## src/rtl/alu_ctrl_skid.sv

```systemverilog
// alu_ctrl_skid: LEGv8 ALU-control decode in front of a 2-entry skid buffer
// between ID and EX. Decode happens on the input side; the decoded entry is
// stored with its operands, and the head slot drives every out_* signal.
module alu_ctrl_skid (
  input  logic        clk,
  input  logic        rst,
  input  logic        in_valid,
  output logic        in_ready,
  input  logic [10:0] in_opcode,
  input  logic [1:0]  in_aluop,
  input  logic [63:0] in_op_a,
  input  logic [63:0] in_op_b,
  input  logic [4:0]  in_rd,
  input  logic        flush,
  output logic        out_valid,
  input  logic        out_ready,
  output logic [3:0]  out_alucnt,
  output logic        out_illegal,
  output logic [63:0] out_op_a,
  output logic [63:0] out_op_b,
  output logic [4:0]  out_rd,
  output logic [1:0]  occupancy
);

  localparam int unsigned OPC_W  = 11;
  localparam int unsigned DATA_W = 64;
  localparam int unsigned RD_W   = 5;
  localparam int unsigned CNT_W  = 4;

  localparam logic [OPC_W-1:0] OPC_ADD = 11'b10001011000;
  localparam logic [OPC_W-1:0] OPC_SUB = 11'b11001011000;
  localparam logic [OPC_W-1:0] OPC_AND = 11'b10001010000;
  localparam logic [OPC_W-1:0] OPC_ORR = 11'b10101010000;

  localparam logic [CNT_W-1:0] CNT_AND  = 4'b0000;
  localparam logic [CNT_W-1:0] CNT_ORR  = 4'b0001;
  localparam logic [CNT_W-1:0] CNT_ADD  = 4'b0010;
  localparam logic [CNT_W-1:0] CNT_SUB  = 4'b0110;
  localparam logic [CNT_W-1:0] CNT_PASS = 4'b0111;
  localparam logic [CNT_W-1:0] CNT_ILL  = 4'b1111;

  typedef struct packed {
    logic [CNT_W-1:0]  alucnt;
    logic              illegal;
    logic [DATA_W-1:0] op_a;
    logic [DATA_W-1:0] op_b;
    logic [RD_W-1:0]   rd;
  } entry_t;

  // State encoding doubles as the occupancy count.
  typedef enum logic [1:0] {
    ST_EMPTY = 2'd0,
    ST_ONE   = 2'd1,
    ST_FULL  = 2'd2
  } state_t;

  state_t state, state_nxt;
  entry_t head, tail;
  entry_t entry_in;

  logic push, pop;
  logic load_head, load_tail, head_from_tail;

  // Input-side ALU-control decode, bundled with the payload.
  always_comb begin
    entry_in.alucnt  = CNT_ILL;
    entry_in.illegal = 1'b1;
    entry_in.op_a    = in_op_a;
    entry_in.op_b    = in_op_b;
    entry_in.rd      = in_rd;
    unique case (in_aluop)
      2'b00: begin
        entry_in.alucnt  = CNT_ADD;
        entry_in.illegal = 1'b0;
      end
      2'b01: begin
        entry_in.alucnt  = CNT_PASS;
        entry_in.illegal = 1'b0;
      end
      2'b10: begin
        if (in_opcode == OPC_ADD) begin
          entry_in.alucnt  = CNT_ADD;
          entry_in.illegal = 1'b0;
        end else if (in_opcode == OPC_SUB) begin
          entry_in.alucnt  = CNT_SUB;
          entry_in.illegal = 1'b0;
        end else if (in_opcode == OPC_AND) begin
          entry_in.alucnt  = CNT_AND;
          entry_in.illegal = 1'b0;
        end else if (in_opcode == OPC_ORR) begin
          entry_in.alucnt  = CNT_ORR;
          entry_in.illegal = 1'b0;
        end
      end
      default: begin
        entry_in.alucnt  = CNT_ILL;
        entry_in.illegal = 1'b1;
      end
    endcase
  end

  // Handshake terms derive only from registered state.
  assign in_ready  = (state != ST_FULL);
  assign out_valid = (state != ST_EMPTY);
  assign occupancy = 2'(state);
  assign push      = in_valid & in_ready;
  assign pop       = out_valid & out_ready;

  // Head payload; control code and illegal flag are forced quiet when empty.
  assign out_alucnt  = out_valid ? head.alucnt : CNT_AND;
  assign out_illegal = out_valid & head.illegal;
  assign out_op_a    = head.op_a;
  assign out_op_b    = head.op_b;
  assign out_rd      = head.rd;

  // State register; reset dominates flush, push and pop.
  always_ff @(posedge clk) begin
    if (rst) state <= ST_EMPTY;
    else     state <= state_nxt;
  end

  // Next-state and slot load enables; flush drops everything incl. a same-cycle push.
  always_comb begin
    state_nxt      = state;
    load_head      = 1'b0;
    load_tail      = 1'b0;
    head_from_tail = 1'b0;
    if (flush) begin
      state_nxt = ST_EMPTY;
    end else begin
      unique case (state)
        ST_EMPTY: begin
          if (push) begin
            load_head = 1'b1;
            state_nxt = ST_ONE;
          end
        end
        ST_ONE: begin
          if (push && pop) begin
            load_head = 1'b1;
          end else if (push) begin
            load_tail = 1'b1;
            state_nxt = ST_FULL;
          end else if (pop) begin
            state_nxt = ST_EMPTY;
          end
        end
        ST_FULL: begin
          if (pop) begin
            head_from_tail = 1'b1;
            state_nxt      = ST_ONE;
          end
        end
        default: state_nxt = ST_EMPTY;
      endcase
    end
  end

  // Payload slots carry no reset; their contents only matter while valid.
  always_ff @(posedge clk) begin
    if (load_head)           head <= entry_in;
    else if (head_from_tail) head <= tail;
    if (load_tail)           tail <= entry_in;
  end

endmodule
```

## config.mk

```make
export PLATFORM = sky130hd
export DESIGN_NAME = alu_ctrl_skid
export DESIGN_NICKNAME = d
export VERILOG_FILES = /design/src/rtl/alu_ctrl_skid.sv
export SDC_FILE = /design/constraint.sdc
export NUM_CORES = 1
export LEC_CHECK = 0
export ABC_AREA = 1
export CORE_MARGIN = 8
export CORE_UTILIZATION = 40
export CTS_CLUSTER_SIZE = 24
export DETAILED_ROUTE_END_ITERATION = 8
export GPL_TIMING_DRIVEN = 0
export PLACE_DENSITY_LB_ADDON = 0.1
export SYNTH_ARGS = -nofsm -noshare
export SYNTH_HDL_FRONTEND = slang
export SYNTH_SLANG_ARGS = --single-unit
```

## constraint.sdc

```tcl
create_clock -name clk -period 24.8 [get_ports clk]
set_input_delay 2.48 -clock clk [delete_from_list [all_inputs] [get_ports clk]]
set_output_delay 2.48 -clock clk [all_outputs]
set_load 0.01 [all_outputs]
```

; Yosys cells after proc, flatten, opt, wreduce, memory -nomap -nowiden
; Index checks and enable logic that the tools add are counted.
[totals]
in_bits = 151
regBits = 278
word_cells = 58
[classes]
n_bitwise = 3
n_reduce_logical = 7
mux = 24
eq_ne = 13
[ops]
columns = operator, n
row1 = 138-bit two-way mux, 2
row2 = "11-bit equality test, second input constant", 4
row3 = 5-bit two-way mux, 4
row4 = 5-bit one-hot mux with 3 select lines, 1
row5 = 2-bit two-way mux, 5
row6 = 1-bit two-way mux, 9
row7 = "2-bit inequality test, second input constant", 4
row8 = 2-bit one-hot mux with 3 select lines, 1
row9 = "2-bit by 1-bit equality test with 1-bit output, second input constant", 2
row10 = "2-bit equality test, second input constant", 2
row11 = 2-bit logical NOT, 2
row12 = 4-bit two-way mux, 1
row13 = 4-bit AND reduction, 1
row14 = 2-bit nonzero test, 2
row15 = 1-bit bitwise AND, 3
row16 = "3-bit inequality test, second input constant", 1
row17 = 1-bit one-hot mux with 2 select lines, 1
row18 = 2-bit OR reduction, 1
row19 = 1-bit logical AND, 1

; Logic depth before layout (Yosys ltp)
; Gate-level depths: netlist of run 1.
[logic_depth]
word_depth = 7
depth_mapped = 9

; Least setup slack after synthesis of run 1
; No wires, ideal clock.
[synth_timing]
path_kind = input port to flip-flop
start = input port out_ready
end = register head[134] (netlist name), enable pin
path_stages = 2
setup_time_ns = 0.836
arrival_ns = 12.584
path_slack_ns = 11.380
required_ns = 23.964
path_cell_list = inv_1 > o31ai_1
[synth_between]
elab_chain_len = 6
word_cells_on_any_way = 9
classes_between = mux: 6 / bitwise: 1 / reduce/logical: 2
[synth_rtl]
columns = item, line
row1 = from (decl), 16  ; input logic out_ready,
row2 = 1-bit bitwise AND (*), 107  ; assign pop = out_valid & out_ready;
row3 = 1-bit logical AND, 139  ; if (push && pop) begin
row4 = 1-bit two-way mux, 139
row5 = 1-bit one-hot mux with 2 select lines, 131  ; unique case (state)
row6 = 1-bit two-way mux, 128  ; if (flush) begin
row7 = 2-bit nonzero test (no line) (*), n/a
row8 = to (signal assigned), 161  ; if (load_head) head <= entry_in;
row9 = to (signal assigned), 162  ; else if (head_from_tail) head <= tail;
row10 = to (decl), 58  ; entry_t head, tail;
; Mark *: on every way between the ends. The rest lies on a longest branch, timed or not.
; A chain may end at the register's enable or synchronous reset.

; Final worst setup path of run 1
[layout_timing]
start = register state[1] (netlist: occupancy[1])
end = output port out_alucnt[3]
[layout_between]
elab_chain_len = 2
[layout_rtl]
columns = item, line
row1 = from (decl), 57  ; state_t state, state_nxt;
row2 = from (signal assigned), 119  ; else state <= state_nxt;
row3 = 2-bit nonzero test, 104  ; assign out_valid = (state != ST_EMPTY);
row4 = 4-bit two-way mux, 110  ; assign out_alucnt = out_valid ? head.alucnt : CNT_AND;
row5 = to (decl), 17  ; output logic [3:0] out_alucnt,
; No other way between the ends.

==> results_dict.tcl, run 1 <==
set metrics [dict create \
    reg2reg_to "out_op_b[14]" \
    placed_cells 1602 \
    dpl_cell_area_sq_mm 0.0151 \
    maxCapViolations 0 \
    overflow 0 \
    share_of_async_settable_or_async_resettable_flops_after_synthesis 0 \
    detailroute.via_count 7165 \
    grt_antenna_before_repair 4 \
    cts.reportedPaths.clkPinSlew_ps 60 \
    htreeDepth 1 \
    post-synth-top-area-fraction 0.724 \
    yosys_register_bits 276 \
    post_synth_instance_area_sq_mm 0.0114 \
    initial_core_util 0.408 \
    first_global_vias 7205 \
    synth-edff-count 274 \
    grt_pass1_wl_um 40100 \
    run_status "finished, final reports clean" \
    max_freq_mhz 216 \
    numCtsBuffers 30 \
    worst-slew-pin-transition_ps 932 \
    required_ps 22320 \
    drtAntennaViolNets 0 \
    layout.cells.non_filler 1658 \
    setup_viol 0 \
    die-height_um 185 \
    cts_hold_buf 0 \
    placement_rows 61 \
    ir_drop_mv 0.0419 \
    clock_latency_ps 530 \
    tritoncts "built" \
    final_min_period_over_clock_period 0.187 \
    grt_start_max_net_pins 30 \
    clk_path_buf_depth 3 \
    fillerInstances 2377 \
    synth_ff_type "sky130_fd_sc_hd__edfxtp_1" \
    critical_path_class "flip-flop to primary output" \
    synth-adder-area-share 0 \
    final_hold_viol_count 0 \
    post_cts.resized_instances 0 \
    drcViolationCount 0 \
    dp_hpwl_um 19200 \
    synth.lib_cells_used.distinct 17 \
    post_synth_mux_area_share 0 \
    io_buffer_count 292 \
    worst-path-max-fanout 7 \
    routed_wirelength_um 26300 \
    core-area_sq_mm 0.0279 \
    synthesis.instances 918 \
    synth.yosys.warnings 0 \
    seq_area_frac_synth 0.727 \
    hold_depth 2 \
    gp_routability_congestion 0.742 \
    route.detailed.wl_per_inst_um 15.9 \
    synth-simple-area-share 0.149 \
    groute.usage.overall 0.151 \
    design.die.area_sq_mm 0.0341 \
    synthesis.nets 1069 \
    cts.repair_timing.setup_buffer_count 0 \
    synth_area_leader_cell "sky130_fd_sc_hd__edfxtp_1" \
    synth_top_family_by_area "simple AND/OR/NAND/NOR gates" \
    timing.reg2reg.setup_slack_ps 22330 \
    xor_xnor_portion_of_the_synthesized_cell_area 0 \
    p_per_area_mw_per_mm2 65.6 \
    cp_data_arrival_time_ps 2150 \
    cts.sinks 276 \
    timing.reg2reg.worst_path_depth 10 \
    clk_root_buffer_cell "sky130_fd_sc_hd__clkbuf_16" \
    final_area_sq_mm 0.0160 \
    chip_width_um 185 \
    yosysMostFrequentCell "sky130_fd_sc_hd__nand2_1" \
    endpoint_kind "primary output" \
    yosys-top-cells-area "sky130_fd_sc_hd__edfxtp_1, sky130_fd_sc_hd__nand2_1, sky130_fd_sc_hd__buf_4" \
    drt_iter0_drc 383 \
    final_nets 1407 \
    rsz_0062_raised_after_global_routing "false" \
    drt_pass_1_iters 5 \
    power.leakage_nw 6.43 \
    syn2layout_area_growth_pct 40.5 \
    synthesized_area_fraction_occupied_by_ao_oa_aoi_and_oai_cells 0.00385 \
    slew-limit-headroom 0.377 \
    crit_path_start_kind "flip-flop" \
    vias_per_cell 4.32 \
    whs_endpoint "out_op_a[12]" \
    min_period_ps 4630 \
    fin_util 0.573 \
    ys_top_cells_by_count "sky130_fd_sc_hd__nand2_1, sky130_fd_sc_hd__edfxtp_1, sky130_fd_sc_hd__buf_4" \
    slew_violations 0 \
    final_layout_size_suffix_gt1_frac 0.174 \
    io_pins 293 \
    critical_path.reg2reg.startpoint "occupancy[1]" \
    synth_area_per_cell_sq_um 12.4 \
    fin_tns_setup_ps 0 \
    finalClockSkew_ps 8.11 \
    min-delay-path-class "flip-flop to flip-flop" \
    worstHoldStart "tail[81]" \
]
-- area by class of cell --
class,instances,area (sq um),area share
Buffer,164,1280,0.0800
Multi-Input combinational cell,456,1760,0.110
Timing Repair Buffer,306,3190,0.200
Antenna cell,1,2.50,0.000157
Tap cell,378,473,0.0296
Clock inverter,20,121,0.00760
Clock buffer,35,791,0.0495
Inverter,22,82.6,0.00517
Sequential cell,276,8270,0.518
-- worst max-delay path by stage --
stage,end,startpoint,slack (ps)
finish,out_alucnt[3],occupancy[1],20170
global route,out_alucnt[3],occupancy[1],20040
CTS,out_alucnt[3],occupancy[0],20120
detailed placement,out_op_b[14],in_valid,19670
global placement,out_op_b[14],out_ready,4590
floorplan,head[134],out_ready,11380
-- kinds of logic (layout without fill, tap and decap cells) --
| kind of cell | Yosys count | count (layout) |
|---|---|---|
| other cells | 0 | 1 |
| compound gates | 7 | 7 |
| buf+inv | 186 | 547 |
| flops | 276 | 276 |
| simple gates | 449 | 449 |
-- layout by cell type, fill, tap and decap left out, types with 2 or more instances in the layout --
cell,instances
sky130_fd_sc_hd__nand2_1,425
sky130_fd_sc_hd__clkdlybuf4s50_1,292
sky130_fd_sc_hd__edfxtp_1,274
sky130_fd_sc_hd__buf_4,150
sky130_fd_sc_hd__clkbuf_16,31
sky130_fd_sc_hd__inv_1,21
sky130_fd_sc_hd__nor2_1,16
sky130_fd_sc_hd__buf_6,13
sky130_fd_sc_hd__clkinv_1,11
sky130_fd_sc_hd__buf_8,8
sky130_fd_sc_hd__nand3_1,5
sky130_fd_sc_hd__clkinvlp_4,4
sky130_fd_sc_hd__clkinv_2,4
sky130_fd_sc_hd__clkbuf_1,4
sky130_fd_sc_hd__buf_16,4
sky130_fd_sc_hd__o21ai_0,3
sky130_fd_sc_hd__buf_12,2
sky130_fd_sc_hd__dfxtp_1,2
-- power by group --
group | leakage [nW] | internal [mW] | total [mW] | switching, mW
combinational | 3.46 | 0.0609 | 0.105 | 0.0444
clock | 0.434 | 0.236 | 0.411 | 0.174
sequential | 2.54 | 0.528 | 0.531 | 0.00312
total | 6.43 | 0.825 | 1.05 | 0.222
-- routing by layer --
metal,vias to the layer above,track usage,routed length (um)
met5,-,0,41
met4,6,0.0423,575
met3,43,0.0602,2930
met2,237,0.251,12500
met1,3272,0.179,10300
li1,3607,-,-
-- critical path: stages, from the launching register on --
cell	delay, ps
sky130_fd_sc_hd__dfxtp_1	360
sky130_fd_sc_hd__nor2_1	450
sky130_fd_sc_hd__nor2_1	170
sky130_fd_sc_hd__buf_4	170
sky130_fd_sc_hd__clkdlybuf4s50_1	470
-- sequential cells by signal, summed over array words and instances (netlist names) --
| name | cells |
|---|---|
| out_op_b | 64 |
| out_op_a | 64 |
| head | 4 |
| occupancy | 2 |
| out_rd | 5 |
| tail | 137 |
-- stage by stage --
stage | power, mW | hold WS [ps] | setup WS, ps
2_1_floorplan | 0.590 | 487 | 11380
3_3_place_gp | 0.650 | 491 | 4590
3_5_place_dp | 0.648 | 494 | 19670
4_1_cts | 1.06 | 507 | 20120
5_1_grt | 1.09 | 523 | 20040
6_report | 1.05 | 503 | 20170
Power figures use the tool's default switching activity.
==> run 2: changes to the inputs <==
==> constraint.sdc (replaced) <==
create_clock -name clk -period 4.13 [get_ports clk]
set_input_delay 0.413 -clock clk [delete_from_list [all_inputs] [get_ports clk]]
set_output_delay 0.413 -clock clk [all_outputs]
set_load 0.01 [all_outputs]
==> results_dict.tcl, run 2 (synthesis results as in run 1) <==
set metrics [dict create \
    power.leakage_nw 6.45 \
    setup_viol 0 \
    routed_wirelength_um 26400 \
    layout.cells.most_common_list "sky130_fd_sc_hd__nand2_1, sky130_fd_sc_hd__clkdlybuf4s50_1, sky130_fd_sc_hd__edfxtp_1, sky130_fd_sc_hd__buf_4, sky130_fd_sc_hd__clkbuf_16" \
    drt_pass_1_iters 4 \
    largest_register "tail" \
    io_pins 293 \
    timing.critical_path.slowest_stage_cell "sky130_fd_sc_hd__clkdlybuf4s50_1" \
    timing.reg2reg.worst_path_depth 10 \
    vias_per_cell 4.31 \
    route.detailed.wl_per_inst_um 15.9 \
    cts.repair_timing.setup_buffer_count 0 \
    slew-limit-headroom 0.482 \
    required_ps 3720 \
    tritoncts "built" \
    placement_rows 61 \
    drcViolationCount 0 \
    grt_pass1_wl_um 40400 \
    slew_violations 0 \
    drt_iter0_drc 318 \
    ir_drop_mv 0.242 \
    place_ws_ps 1100 \
    gp_routability_congestion 0.746 \
    worst-slew-pin-transition_ps 777 \
    final_area_sq_mm 0.0160 \
    p_per_area_mw_per_mm2 396 \
    cp_data_arrival_time_ps 2060 \
    rsz_0062_raised_after_global_routing "false" \
    detailroute.via_count 7138 \
    hold_ws_ps 458 \
    groute.usage.overall 0.151 \
    crit_end "out_alucnt[3]" \
    cts.sinks 276 \
    largest_reg_flops 137 \
    clk_path_buf_depth 3 \
    clock_power_share 0.396 \
    timing.final.ws_setup_ps 1660 \
    timing.reg2reg.setup_slack_ps 1740 \
    first_global_vias 7329 \
    final_nets 1407 \
    critPathMaxStageDelay_ps 470 \
    chip_width_um 185 \
    reg2reg_to "out_op_b[51]" \
    syn2layout_area_growth_pct 40.7 \
    cts_hold_buf 0 \
    finalClockSkew_ps 10.4 \
    maxCapViolations 0 \
    min-delay-path-class "input port to flip-flop" \
    combinationalPowerShare 0.100 \
    clock_latency_ps 530 \
    post_cts.resized_instances 0 \
    power_switching_mw 1.32 \
    core-area_sq_mm 0.0279 \
    design.die.area_sq_mm 0.0341 \
    cts.reportedPaths.clkPinSlew_ps 60 \
    dp_hpwl_um 19100 \
    min_period_ps 2470 \
    max_freq_mhz 404 \
    most_frequent_standard_cell_in_the_layout_excluding_fill_and_tap_cells "sky130_fd_sc_hd__nand2_1" \
    final_layout_size_suffix_gt1_frac 0.175 \
    drtAntennaViolNets 0 \
    critical_path_origin "occupancy[1]" \
    power.sequential.fraction 0.504 \
    critical_path.reg2reg.startpoint "occupancy[1]" \
    htreeDepth 1 \
    grt_antenna_before_repair 4 \
    numCtsBuffers 30 \
    dpl_cell_area_sq_mm 0.0151 \
    overflow 0 \
    initial_core_util 0.408 \
    final_min_period_over_clock_period 0.599 \
    worst_path_most_repeated_cell "sky130_fd_sc_hd__nor2_1" \
    worst-path-max-fanout 7 \
    grt_start_max_net_pins 30 \
    power.switching_fraction 0.208 \
    io_buffer_count 292 \
    final_hold_viol_count 0 \
    clk_root_buffer_cell "sky130_fd_sc_hd__clkbuf_16" \
    critical_path_class "flip-flop to primary output" \
    path_cells "nor2_1 > nor2_1 > buf_4 > clkdlybuf4s50_1" \
    die-height_um 185 \
    crit_path_start_kind "flip-flop" \
    power_report.internal_total_mw 5.02 \
    run_status "finished, final reports clean" \
    endpoint_kind "primary output" \
]
[run 2: cell types whose count changed in the layout (fill, tap and decap cells not counted), sizes merged]
cell,previous run,this run
clkinvlp,4,0
bufinv,1,2
clkbuf,35,36
[run 2: how the worst min path moves through the flow]
| stage | from | endpoint | slack [ps] | depth (start not counted) |
|---|---|---|---|---|
| 2_1_floorplan | out_ready | occupancy[1] | 480 | 1 |
| 3_3_place_gp | tail[7] | out_op_b[2] | 490 | 2 |
| 3_5_place_dp | tail[7] | out_op_b[2] | 500 | 2 |
| 4_1_cts | in_op_a[38] | tail[107] | 420 | 1 |
| 5_1_grt | in_op_b[9] | tail[14] | 430 | 1 |
| 6_report | in_op_a[7] | tail[76] | 460 | 1 |
[run 2: cell type report]
class,count,area (sq um)
plain buffers,164,1280
clock inverters,17,123
diodes,1,2.50
multi-input cells,456,1760
clock buffers,36,795
well taps,378,473
inverters,22,82.6
flip-flops and latches,276,8270
fillers,2396,11900
repair buffers,306,3200
[run 2: critical path: cells and delay by family, from the launching register on]
kind | cells | cell delay (ps)
simple gates | 2 | 540
buf+inv | 2 | 630
flops | 1 | 350
[run 2: power groups by stage]
stage | sequential [mW] | combinational (mW) | clock [mW]
after floorplan | 3.25 | 0.271 | 0
after global placement | 3.26 | 0.613 | 0
after detailed placement | 3.25 | 0.647 | 0
after CTS | 3.19 | 0.649 | 2.59
after global routing | 3.20 | 0.695 | 2.68
final | 3.19 | 0.636 | 2.51
[run 2: per-layer routing]
metal  vias to the layer above  GRT usage  share of wire  wire length (um)
met5                         -          0         0.0016                41
met4                         6     0.0378          0.021               563
met3                        40     0.0644           0.12              3040
met2                       211      0.250           0.48             12600
met1                      3273      0.179           0.38             10100
li1                       3608          -              -                 -
[run 2: through the flow]
stage / instances / power (mW) / util / setup TNS [ps]
2_1_floorplan: 918 / 3.52 / - / -42310
3_3_place_gp: 1588 / 3.88 / 0.531 / -509960
3_5_place_dp: 1602 / 3.90 / 0.541 / 0
4_1_cts: 1655 / 6.43 / 0.574 / 0
5_1_grt: 1656 / 6.57 / 0.574 / 0
6_report: 1656 / 6.33 / 0.574 / 0
